$ cat src/rtl/cpl_timeout_tracker_pkg.sv
// cto_pkg: shared types and constants for the completion-timeout tracker.
//   tag_state_t  per-tag lifecycle (IDLE / ACTIVE / EXPIRED)
//   DC2_*        DevCtl2 field positions
//   CTO_THR      timeout threshold in ticks for each 4-bit value code
//   cto_ticks()  value code -> threshold lookup
package cto_pkg;

    typedef enum logic [1:0] {
        TAG_IDLE    = 2'd0,
        TAG_ACTIVE  = 2'd1,
        TAG_EXPIRED = 2'd2
    } tag_state_t;

    localparam int unsigned DC2_W       = 16;
    localparam int unsigned DC2_VAL_LSB = 0;
    localparam int unsigned DC2_VAL_MSB = 3;
    localparam int unsigned DC2_DIS_BIT = 4;

    localparam int unsigned CTO_TICKS_W = 26;

    // Reserved codes fall back to the 50,000-tick default.
    localparam logic [CTO_TICKS_W-1:0] CTO_THR [16] = '{
        26'd50_000,     26'd100,        26'd10_000,     26'd50_000,
        26'd50_000,     26'd55_000,     26'd210_000,    26'd50_000,
        26'd50_000,     26'd900_000,    26'd3_500_000,  26'd50_000,
        26'd50_000,     26'd13_000_000, 26'd64_000_000, 26'd50_000
    };

    function automatic logic [CTO_TICKS_W-1:0] cto_ticks(input logic [3:0] value);
        return CTO_THR[value];
    endfunction

endpackage

$ cat src/rtl/cpl_timeout_tracker_tag_timer.sv
// cto_tag_timer: state and tick counter for one request tag.
//   clk, reset   clock, async active-high reset
//   tick         prescaler pulse
//   dis          timeout disable (counter holds, no expiry)
//   thr          current threshold in ticks
//   start        request accepted for this (IDLE) tag
//   cpl_final    final completion for this (non-IDLE) tag
//   rpt_ack      this tag's timeout report was accepted
//   state        current tag state
module cto_tag_timer
    import cto_pkg::*;
#(
    parameter int unsigned TIMER_W = 26
) (
    input  logic               clk,
    input  logic               reset,
    input  logic               tick,
    input  logic               dis,
    input  logic [TIMER_W-1:0] thr,
    input  logic               start,
    input  logic               cpl_final,
    input  logic               rpt_ack,
    output tag_state_t         state
);

    tag_state_t         state_n;
    logic [TIMER_W-1:0] cnt;
    logic [TIMER_W-1:0] cnt_n;

    always_ff @(posedge clk or posedge reset) begin
        if (reset) begin
            state <= TAG_IDLE;
            cnt   <= '0;
        end else begin
            state <= state_n;
            cnt   <= cnt_n;
        end
    end

    always_comb begin
        state_n = state;
        cnt_n   = cnt;
        case (state)
            TAG_IDLE: begin
                if (start) begin
                    state_n = TAG_ACTIVE;
                    cnt_n   = '0;
                end
            end
            TAG_ACTIVE: begin
                if (cpl_final) begin
                    state_n = TAG_IDLE;
                end else if (!dis) begin
                    if (cnt >= thr) begin
                        state_n = TAG_EXPIRED;
                    end else if (tick && (cnt != '1)) begin
                        cnt_n = cnt + TIMER_W'(1);
                    end
                end
            end
            TAG_EXPIRED: begin
                if (cpl_final || rpt_ack) begin
                    state_n = TAG_IDLE;
                end
            end
            default: state_n = TAG_IDLE;
        endcase
    end

endmodule

$ cat src/rtl/cpl_timeout_tracker.sv
// cpl_timeout_tracker: DevCtl2 completion-timeout fields plus one timer per
// outstanding non-posted tag; expired tags are reported round-robin over a
// valid/ready handshake.
//   cfg_wr_en/cfg_wr_data  DevCtl2 write; devctl2 readback ([4:0] live)
//   req_valid/req_tag      request issue; req_err pulses on a bad request
//   cpl_valid/cpl_tag/cpl_last  completion; cpl_unexp pulses on a stray one
//   to_valid/to_tag/to_ready    timeout report handshake
//   outstanding_cnt        registered count of non-IDLE tags
module cpl_timeout_tracker
    import cto_pkg::*;
#(
    parameter int unsigned NUM_TAGS = 32,
    parameter int unsigned TAG_W    = 5,
    parameter int unsigned TIMER_W  = 26,
    parameter int unsigned TICK_DIV = 125
) (
    input  logic               clk,
    input  logic               reset,
    input  logic               cfg_wr_en,
    input  logic [15:0]        cfg_wr_data,
    output logic [15:0]        devctl2,
    input  logic               req_valid,
    input  logic [TAG_W-1:0]   req_tag,
    output logic               req_err,
    input  logic               cpl_valid,
    input  logic [TAG_W-1:0]   cpl_tag,
    input  logic               cpl_last,
    output logic               cpl_unexp,
    output logic               to_valid,
    output logic [TAG_W-1:0]   to_tag,
    input  logic               to_ready,
    output logic [TAG_W:0]     outstanding_cnt
);

    localparam int unsigned PW = (TICK_DIV > 1) ? $clog2(TICK_DIV) : 1;
    localparam int unsigned CW = TAG_W + 1;

    logic [DC2_DIS_BIT:0] cfg;
    logic                 cfg_unused;
    logic [PW-1:0]        presc;
    logic                 tick;
    logic [TIMER_W-1:0]   thr;
    logic                 dis;

    logic [NUM_TAGS-1:0]  req_hit, cpl_hit, idle_vec, exp_vec;
    logic [NUM_TAGS-1:0]  final_vec, ack_vec, cand;
    logic                 accept, present_gone;
    logic [TAG_W-1:0]     rr_last, rr_base;
    logic                 hi_found, lo_found;
    logic [TAG_W-1:0]     hi_pick, lo_pick;
    logic [CW-1:0]        busy_n;

    assign devctl2    = {{(DC2_W-DC2_DIS_BIT-1){1'b0}}, cfg};
    assign cfg_unused = ^cfg_wr_data[DC2_W-1:DC2_DIS_BIT+1];
    assign thr        = TIMER_W'(cto_ticks(cfg[DC2_VAL_MSB:DC2_VAL_LSB]));
    assign dis        = cfg[DC2_DIS_BIT];
    assign tick       = (presc == PW'(TICK_DIV - 1));

    always_ff @(posedge clk or posedge reset) begin
        if (reset) begin
            cfg   <= '0;
            presc <= '0;
        end else begin
            if (cfg_wr_en) cfg <= cfg_wr_data[DC2_DIS_BIT:0];
            presc <= tick ? '0 : presc + PW'(1);
        end
    end

    assign accept       = to_valid && to_ready;
    assign present_gone = cpl_valid && cpl_last && (cpl_tag == to_tag);

    for (genvar g = 0; g < NUM_TAGS; g++) begin : g_tag
        tag_state_t st;

        assign req_hit[g]   = req_valid && (req_tag == TAG_W'(g));
        assign cpl_hit[g]   = cpl_valid && (cpl_tag == TAG_W'(g));
        assign idle_vec[g]  = (st == TAG_IDLE);
        assign exp_vec[g]   = (st == TAG_EXPIRED);
        assign final_vec[g] = cpl_hit[g] && cpl_last && !idle_vec[g];
        assign ack_vec[g]   = accept && (to_tag == TAG_W'(g));
        // Tags leaving EXPIRED this cycle must not be offered next cycle.
        assign cand[g]      = exp_vec[g] && !final_vec[g] && !ack_vec[g];

        cto_tag_timer #(.TIMER_W(TIMER_W)) u_timer (
            .clk       (clk),
            .reset     (reset),
            .tick      (tick),
            .dis       (dis),
            .thr       (thr),
            .start     (req_hit[g] && idle_vec[g]),
            .cpl_final (final_vec[g]),
            .rpt_ack   (ack_vec[g]),
            .state     (st)
        );
    end

    // Round-robin: first candidate above the base wins, else the lowest
    // candidate at or below it (wrap-around).
    assign rr_base = accept ? to_tag : rr_last;

    always_comb begin
        hi_found = 1'b0;
        lo_found = 1'b0;
        hi_pick  = '0;
        lo_pick  = '0;
        for (int unsigned j = 0; j < NUM_TAGS; j++) begin
            if (cand[j]) begin
                if (TAG_W'(j) > rr_base) begin
                    if (!hi_found) begin
                        hi_found = 1'b1;
                        hi_pick  = TAG_W'(j);
                    end
                end else if (!lo_found) begin
                    lo_found = 1'b1;
                    lo_pick  = TAG_W'(j);
                end
            end
        end
    end

    always_comb begin
        busy_n = '0;
        for (int unsigned j = 0; j < NUM_TAGS; j++) begin
            if (!idle_vec[j]) busy_n = busy_n + CW'(1);
        end
    end

    always_ff @(posedge clk or posedge reset) begin
        if (reset) begin
            to_valid        <= 1'b0;
            to_tag          <= '0;
            rr_last         <= TAG_W'(NUM_TAGS - 1);
            req_err         <= 1'b0;
            cpl_unexp       <= 1'b0;
            outstanding_cnt <= '0;
        end else begin
            // Presented report is held unless accepted or withdrawn by completion.
            if (!to_valid || accept || present_gone) begin
                to_valid <= hi_found || lo_found;
                if (hi_found)      to_tag <= hi_pick;
                else if (lo_found) to_tag <= lo_pick;
            end
            if (accept) rr_last <= to_tag;
            req_err   <= req_valid && !(|(req_hit & idle_vec));
            cpl_unexp <= cpl_valid && (!(|(cpl_hit & ~idle_vec)) ||
                                       (accept && (cpl_tag == to_tag)));
            outstanding_cnt <= busy_n;
        end
    end

endmodule
$ cat config.mk
export PLATFORM = sky130hd
export DESIGN_NAME = cpl_timeout_tracker
export DESIGN_NICKNAME = d
export VERILOG_FILES = /design/src/rtl/cpl_timeout_tracker_pkg.sv /design/src/rtl/cpl_timeout_tracker_tag_timer.sv /design/src/rtl/cpl_timeout_tracker.sv
export SDC_FILE = /design/constraint.sdc
export NUM_CORES = 2
export LEC_CHECK = 0
export ABC_CLOCK_PERIOD_IN_PS = 18800
export CAP_MARGIN = 10
export CORE_ASPECT_RATIO = 0.7
export CORE_MARGIN = 8
export CORE_UTILIZATION = 55
export CTS_CLUSTER_DIAMETER = 200
export DETAILED_ROUTE_END_ITERATION = 8
export PLACE_DENSITY_LB_ADDON = 0.1
export SYNTH_ARGS = -nofsm -noshare
export SYNTH_HDL_FRONTEND = slang
export SYNTH_HIERARCHICAL = 1
export SYNTH_SLANG_ARGS = --single-unit
$ cat constraint.sdc
create_clock -name clk -period 18.8 [get_ports clk]
set_clock_uncertainty 0.15 [all_clocks]
set_input_delay 4.7 -clock clk [delete_from_list [all_inputs] [get_ports clk]]
set_output_delay 4.7 -clock clk [all_outputs]
set_load 0.01 [all_outputs]
# Word level (Yosys, flattened, before mapping)

Memories as Yosys holds them, arrays and structs flattened.
Index checks and enable logic that the tools add are counted.
W data, S select, Z words.

Bits in registers: 927
Memory bits (read-only): 416
Output and inout port bits: 30
Logic and storage cells: 1953
Memories kept: 1

Add/sub/neg operators: 64
Order comparisons: 65
Equality and inequality tests: 447
Multiplexer cells: 736
Bitwise logic cells: 4
Reductions and logical operators: 564

Memories:

| name             | depth | width | read ports | clocked after memory_dff | wr ports | line                          | text |
|---|---|---|---|---|---|---|---|
| (name not given) | 16    | 26    | 1          | 0                        | 0        | cpl_timeout_tracker_pkg.sv:30 | `return CTO_THR[value];` |

Operator list:

| operator                | number |
|---|---|
| $mux W26                | 162 |
| $pmux W26 S2            | 32 |
| $mux W5                 | 183 |
| $add A26 B1 Y26 const B | 32 |
| $ge A26 B26 Y1          | 32 |
| $ne A26 B26 Y1 const B  | 32 |
| $mux W2                 | 160 |
| $logic_and A1 B1 Y1     | 294 |
| $eq A5 B5 Y1 const B    | 48 |
| $ne A2 B1 Y1 const B    | 96 |
| $ne A2 B2 Y1 const B    | 96 |
| $pmux W2 S3             | 32 |
| $reduce_and A6 Y1       | 32 |
| $add A6 B1 Y6 const B   | 31 |
| $mux W6                 | 31 |
| $mux W1                 | 135 |
| $reduce_and A4 Y1       | 32 |
| $eq A5 B4 Y1 const B    | 24 |
| $logic_not A1 Y1        | 99 |
| $ne A3 B1 Y1 const B    | 32 |
| $ne A3 B2 Y1 const B    | 32 |
| $gt A5 B5 Y1 const A    | 16 |
| $reduce_bool A2 Y1      | 33 |
| $and A32 B32 Y32        | 2 |
| other kinds (21)        | 182 |

# Depth between registers and ports, before layout

Word-level depth: 103
Depth in mapped cells: 104

# Modules after synthesis

Netlist, hierarchy kept.

By module, submodules not included:

| module                               | instances | cells an instance | area each (um2) | sequential area each (um2) |
|---|---|---|---|---|
| cto_tag_timer (g_tag[0].u_timer ...) | 29        | 284               | 2373.5          | 700.7 |
| cpl_timeout_tracker                  | 1         | 1322              | 9066.2          | 782.0 |
| cto_tag_timer (g_tag[8].u_timer ...) | 2         | 286               | 2366.0          | 700.7 |
| cto_tag_timer (g_tag[7].u_timer)     | 1         | 295               | 2519.9          | 700.7 |

# Least setup slack after synthesis

No wires, ideal clock.

Path type: register to register
Start: reg g_tag[0].u_timer.state[1]
End: reg outstanding_cnt[5]
Library setup time: 0.134 ns
Arrival time: 18.329 ns
Data required time: 18.516 ns
Path slack: 0.187 ns
Stages on the path, launching flop included: 104
Buffers on the path: 0
Period minus slack after synthesis: 18.613 ns
Path through: dfrtp_1 nor2_1 ha_1 nor3_1 nor2_1 ha_1 o21ai_0 o31a_1 inv_1 ha_1 nand2_1 o21ai_1 ha_1 o21a_1 a31oi_1 o21ai_0 ha_1 nand2_1 (+68 left out) mux2i_1 inv_1 ha_1 nand2_1 o21ai_0 ha_1 mux2_2 ha_1 mux2_2 ha_1 o21ai_0 nor2_1 a211oi_1 a211o_1 nand3_1 xnor2_1 o32ai_2 xnor3_1

Word-level cells in the longest chain between the ends: 64

RTL lines:

| item                   | line                                | text |
|---|---|---|
| start, declared        | cpl_timeout_tracker_tag_timer.sv:23 | `output tag_state_t state` |
| start signal, assigned | cpl_timeout_tracker_tag_timer.sv:35 | `state <= state_n;` |
| $logic_not A2 Y1 (*)   | cpl_timeout_tracker.sv:77           | `assign idle_vec[g] = (st == TAG_IDLE);` |
| $mux W1 (*)            | cpl_timeout_tracker.sv:124          | `if (!idle_vec[j]) busy_n = busy_n + CW'(1);` |
| $add A6 B1 Y6          | cpl_timeout_tracker.sv:124          |  |
| $mux W6 (*)            | cpl_timeout_tracker.sv:124          |  |
| $add A6 B1 Y6          | cpl_timeout_tracker.sv:124          |  |
| $mux W6 (*)            | cpl_timeout_tracker.sv:124          |  |
| $add A6 B1 Y6          | cpl_timeout_tracker.sv:124          |  |
| $mux W6 (*)            | cpl_timeout_tracker.sv:124          |  |
| (+49 left out)         | -                                   |  |
| $mux W6 (*)            | cpl_timeout_tracker.sv:124          |  |
| $add A6 B1 Y6          | cpl_timeout_tracker.sv:124          |  |
| $mux W6 (*)            | cpl_timeout_tracker.sv:124          |  |
| $add A6 B1 Y6          | cpl_timeout_tracker.sv:124          |  |
| $mux W6 (*)            | cpl_timeout_tracker.sv:124          |  |
| $add A6 B1 Y6          | cpl_timeout_tracker.sv:124          |  |
| $mux W6 (*)            | cpl_timeout_tracker.sv:124          |  |
| via busy_n[5]          | cpl_timeout_tracker.sv:51           | `logic [CW-1:0] busy_n;` |
| end signal, assigned   | cpl_timeout_tracker.sv:147          | `outstanding_cnt <= busy_n;` |
| end, declared          | cpl_timeout_tracker.sv:32           | `output logic [TAG_W:0] outstanding_cnt` |

The timed path passes the listed nets; every way through them passes the cells marked *.
A chain may end at the register's enable or synchronous reset.

# Worst setup path in the final report

Start: reg g_tag[1].u_timer.state[1]
End: reg outstanding_cnt[5]

Word-level cells in the longest chain between the ends: 62

RTL lines:

| item                   | line |
|---|---|
| start, declared        | cpl_timeout_tracker_tag_timer.sv:23 |
| start signal, assigned | cpl_timeout_tracker_tag_timer.sv:35 |
| $logic_not A2 Y1 (*)   | cpl_timeout_tracker.sv:77 |
| $mux W6 (*)            | cpl_timeout_tracker.sv:124 |
| $add A6 B1 Y6          | cpl_timeout_tracker.sv:124 |
| $mux W6 (*)            | cpl_timeout_tracker.sv:124 |
| $add A6 B1 Y6          | cpl_timeout_tracker.sv:124 |
| $mux W6 (*)            | cpl_timeout_tracker.sv:124 |
| $add A6 B1 Y6          | cpl_timeout_tracker.sv:124 |
| $mux W6 (*)            | cpl_timeout_tracker.sv:124 |
| (+47 left out)         | - |
| $mux W6 (*)            | cpl_timeout_tracker.sv:124 |
| $add A6 B1 Y6          | cpl_timeout_tracker.sv:124 |
| $mux W6 (*)            | cpl_timeout_tracker.sv:124 |
| $add A6 B1 Y6          | cpl_timeout_tracker.sv:124 |
| $mux W6 (*)            | cpl_timeout_tracker.sv:124 |
| $add A6 B1 Y6          | cpl_timeout_tracker.sv:124 |
| $mux W6 (*)            | cpl_timeout_tracker.sv:124 |
| via busy_n[5]          | cpl_timeout_tracker.sv:51 |

Marks and branches as above.

==> summary.md <==
| Metric | Value |
|---|---|
| Core Rows | 120 |
| Count leader, synth | inv_1 |
| First-pass GRT wire length | 442 mm |
| Worst vdd ir | around 1.3 mV |
| Final HPWL DP | 199 mm |
| Synth warnings | 6 |
| #FFs+latches synth | approximately 930 |
| Die ar. | 168,000 um^2 |
| Reg2reg start | g_tag[1].u_timer/state[1]$_DFFE_PP0P_ |
| Final-report max-slew violation count | 0 |
| Maxcap violations | 0 |
| Most frequent CP cell | ha_1 |
| Final wirelength | 284 mm |
| Required @ worst endpoint | 19.25 ns |
| # nets final | between 10,000 and 15,000 |
| Routability Congestion | 0.975 |
| Gr ovfl total | 0 |
| Cts hold-fix bufs | 0 |
| Synth top area share | 0.271 |
| Setup TNS | 0 ns |
| Leak Pwr | 43.5 nW |
| CP max-delay cell | dfrtp_1 |
| Die Wd | 486 um |
| Synth-to-layout area growth | 8.75% |
| Chip height | 345 um |
| First DRT Iteration DRCs | ~9,000 |
| H-tree depth | 3 |
| Hold wc startpoint | presc[0]$_DFF_PP0_ |
| Startpoint types | flip-flop |
| Worst setup margin | 0.745 ns |
| Vias per cell | 6.53 |
| Kind of critical path | flip-flop to flip-flop |
| Vias in the first global route | 76,612 |
| Synth Flop Type | dfrtp_1 |
| Worst-Skew Late Latency | 0.75 ns |
| Share of layout cells above drive strength 1 | 0.109 |
| Final setup viols | 0 |
| Top post-synthesis cells by area | dfrtp_1 27%, ha_1 13%, inv_1 4.9%, nand2_1 4.3%, and3_1 3.8% |
| Crit share post-route | 0.960 |
| Via count | 82,719 |
| Starting Density | 0.555 |
| Register area share after synthesis | 0.273 |
| DRC viols | 0 |
| Critical Path Sink Type | flip-flop |
| CP delay by family, top | adder cells |
| EDFF count, synth | 0 |
| PortBufs | 40 |
| Worst path bufs/invs | 9 |
| Worst-case clock buffer depth | 3 |
| Post-Synthesis Cells | 10,425 |
| Core area | approximately 150,000 um^2 |
| FMAX | 55.4 MHz |
| TritonCTS clock tree | yes |
| Pwr Density | between 200 and 250 nW/um^2 |
| CP Launch Point | g_tag[1].u_timer/state[1]$_DFFE_PP0P_ |
| Synth Area per Inst | 8.17 um^2 |
| Total GRT Usage | 0.322 |
| Hold crit path type | flip-flop to flip-flop |
| Shortest period the worst path allows | 18.05 ns |
| Crit path largest cell delay | 0.40 ns |
| Worst slew pin tran | 1.28 ns |
| Distinct cells, synth | 117 |
| Clock Tree Root | clkbuf_16 |
| IO Count | 63 |
| CTS Buf Count | ~100 |
| DR WL/cell | approximately 22 um |
| CTS sink cnt | 927 |
| Final Hold Vio Count | 0 |
| Final Hold Slack | 0.346 ns |
| Initial antenna violation count | 8 |
| Worst Path Arrival | about 19 ns |
| Slew headroom | 0.139 |
| DP Worst Slack | -0.432 ns |
| Post-synth ARST share | 1.00 |
| Synthesized cell area | about 85,000 um^2 |
| Status | finished, final reports clean |
| TritonRoute pass-1 iters | 8 |
| Synth cell count leaders | 1,114 x inv_1, 971 x nand2_1, 922 x dfrtp_1 |
| Critical path peak fanout | 3 |
| Largest net degree at the start of global routing | 55 |
| ANT nets after route | 0 |
| Core Util, Final | 0.604 |
| Yosys top cell by area | dfrtp_1 |
| Clk pin slew, worst setup/hold paths | 0.06 ns |
| Overall power | roughly 20 mW |
-- final timing paths --
check / end / slack (ns) / cells after the start
setup reg to reg: outstanding_cnt[5]$_DFF_PP0_ / 0.75 / 103
hold reg to reg: presc[0]$_DFF_PP0_ / 0.35 / 1
min in group asynchronous: g_tag[12].u_timer/state[1]$_DFFE_PP0P_ / 4.12 / 2
max in group asynchronous: cfg[4]$_DFFE_PP0P_ / 12.97 / 3
hold / removal: presc[0]$_DFF_PP0_ / 0.35 / 1
setup / recovery: outstanding_cnt[5]$_DFF_PP0_ / 0.75 / 103
-- registers in the layout, summed over array words and instances (netlist names) --
register / count
to_valid: 1
to_tag: 5
presc: 7
g_tag.u_timer/state: 64
outstanding_cnt: 6
cfg: 5
req_err: 1
rr_last: 5
g_tag.u_timer/cnt: 832
cpl_unexp: 1
-- area by class of cell --
type	count	area [um^2]
Tap cell	2074	2590
Timing Repair Buffer	278	2380
Antenna cell	4	10.0
Clock inverter	43	599
Fill cell	13588	60700
Sequential cell	927	23200
Clock buffer	145	3060
Multi-Input combinational cell	8091	56600
Inverter	1115	4190
-- cell families (layout without fill, tap and decap cells) --
family                   after synthesis  count (layout)  share of synthesized area
adder cells (fa/ha/maj)              901             901                      0.132
AND/OR/NAND/NOR                     4592            4592                      0.282
other                                  1              79                  0.0000440
AO/OA/AOI/OAI                       2191            2191                      0.198
flip-flops                           927             927                      0.273
buffers and inverters               1481            1581                     0.0729
multiplexers                         197             197                     0.0243
XOR/XNOR                             135             135                     0.0183
-- placed cells by master, fill, tap and decap left out, types with 34 or more instances in the layout --
| cell | n |
|---|---|
| a211o_1 | 61 |
| a21boi_0 | 37 |
| a21o_1 | 49 |
| a21oi_1 | 410 |
| a221o_1 | 148 |
| a221o_2 | 261 |
| a31oi_1 | 80 |
| a32oi_1 | 95 |
| and2_1 | 74 |
| and3_1 | 519 |
| buf_4 | 227 |
| clkbuf_16 | 108 |
| clkdlybuf4s50_1 | 39 |
| conb_1 | 75 |
| dfrtp_1 | 921 |
| ha_1 | 894 |
| inv_1 | 1111 |
| mux2_2 | 36 |
| mux2i_1 | 155 |
| nand2_1 | 968 |
| nand2b_1 | 138 |
| nand3_1 | 466 |
| nand4_1 | 361 |
| nor2_1 | 840 |
| nor2b_1 | 76 |
| nor3_1 | 341 |
| nor3b_1 | 66 |
| nor4_1 | 270 |
| o211a_1 | 34 |
| o211ai_1 | 65 |
| o21a_1 | 75 |
| o21ai_0 | 362 |
| o21ai_2 | 37 |
| o22ai_1 | 103 |
| o31ai_1 | 51 |
| o41ai_1 | 37 |
| or2_2 | 98 |
| or3_1 | 109 |
| or4_1 | 41 |
| xnor2_1 | 70 |
-- power by group --
part	leakage, nW	switching (mW)	internal [mW]
logic	29.0	8.18	6.90
registers	12.7	0.201	2.16
clock network	1.80	0.932	1.32
-- timing repair --
action                                  CTS  global route
buffers inserted                          2            10
pin swaps                                 2            19
endpoints found under the setup margin    3             5
cloned                                    0             0
resized for setup                         8            41
-- worst register-to-register path: cells and delay by family, from the launching register on --
kind / cells / cell delay [ns]
adder cells (fa/ha/maj): 29 / 8.21
AO/OA/AOI/OAI: 31 / 4.05
AND/OR/NAND/NOR: 27 / 2.79
multiplexers: 4 / 1.03
buffers and inverters: 9 / 0.72
XOR/XNOR: 3 / 0.57
flip-flops: 1 / 0.40
-- metal layers --
layer | GRT usage | up-vias | part of all wire
met4 | 0.115 | 2 | 0.041
met1 | 0.473 | 39977 | 0.45
met5 | 0 | - | 0.000046
met3 | 0.0541 | 581 | 0.092
li1 | - | 38681 | -
met2 | 0.476 | 3478 | 0.42
-- through the flow --
step           instance area [um^2]  std cells
6_report                      92600      12677
5_1_grt                       92600      12676
4_1_cts                       92100      12652
3_5_place_dp                  88400      12462
3_3_place_gp                  88400      12462
2_1_floorplan                 85400      10499
Note: power is estimated with default switching activity, not from simulation.
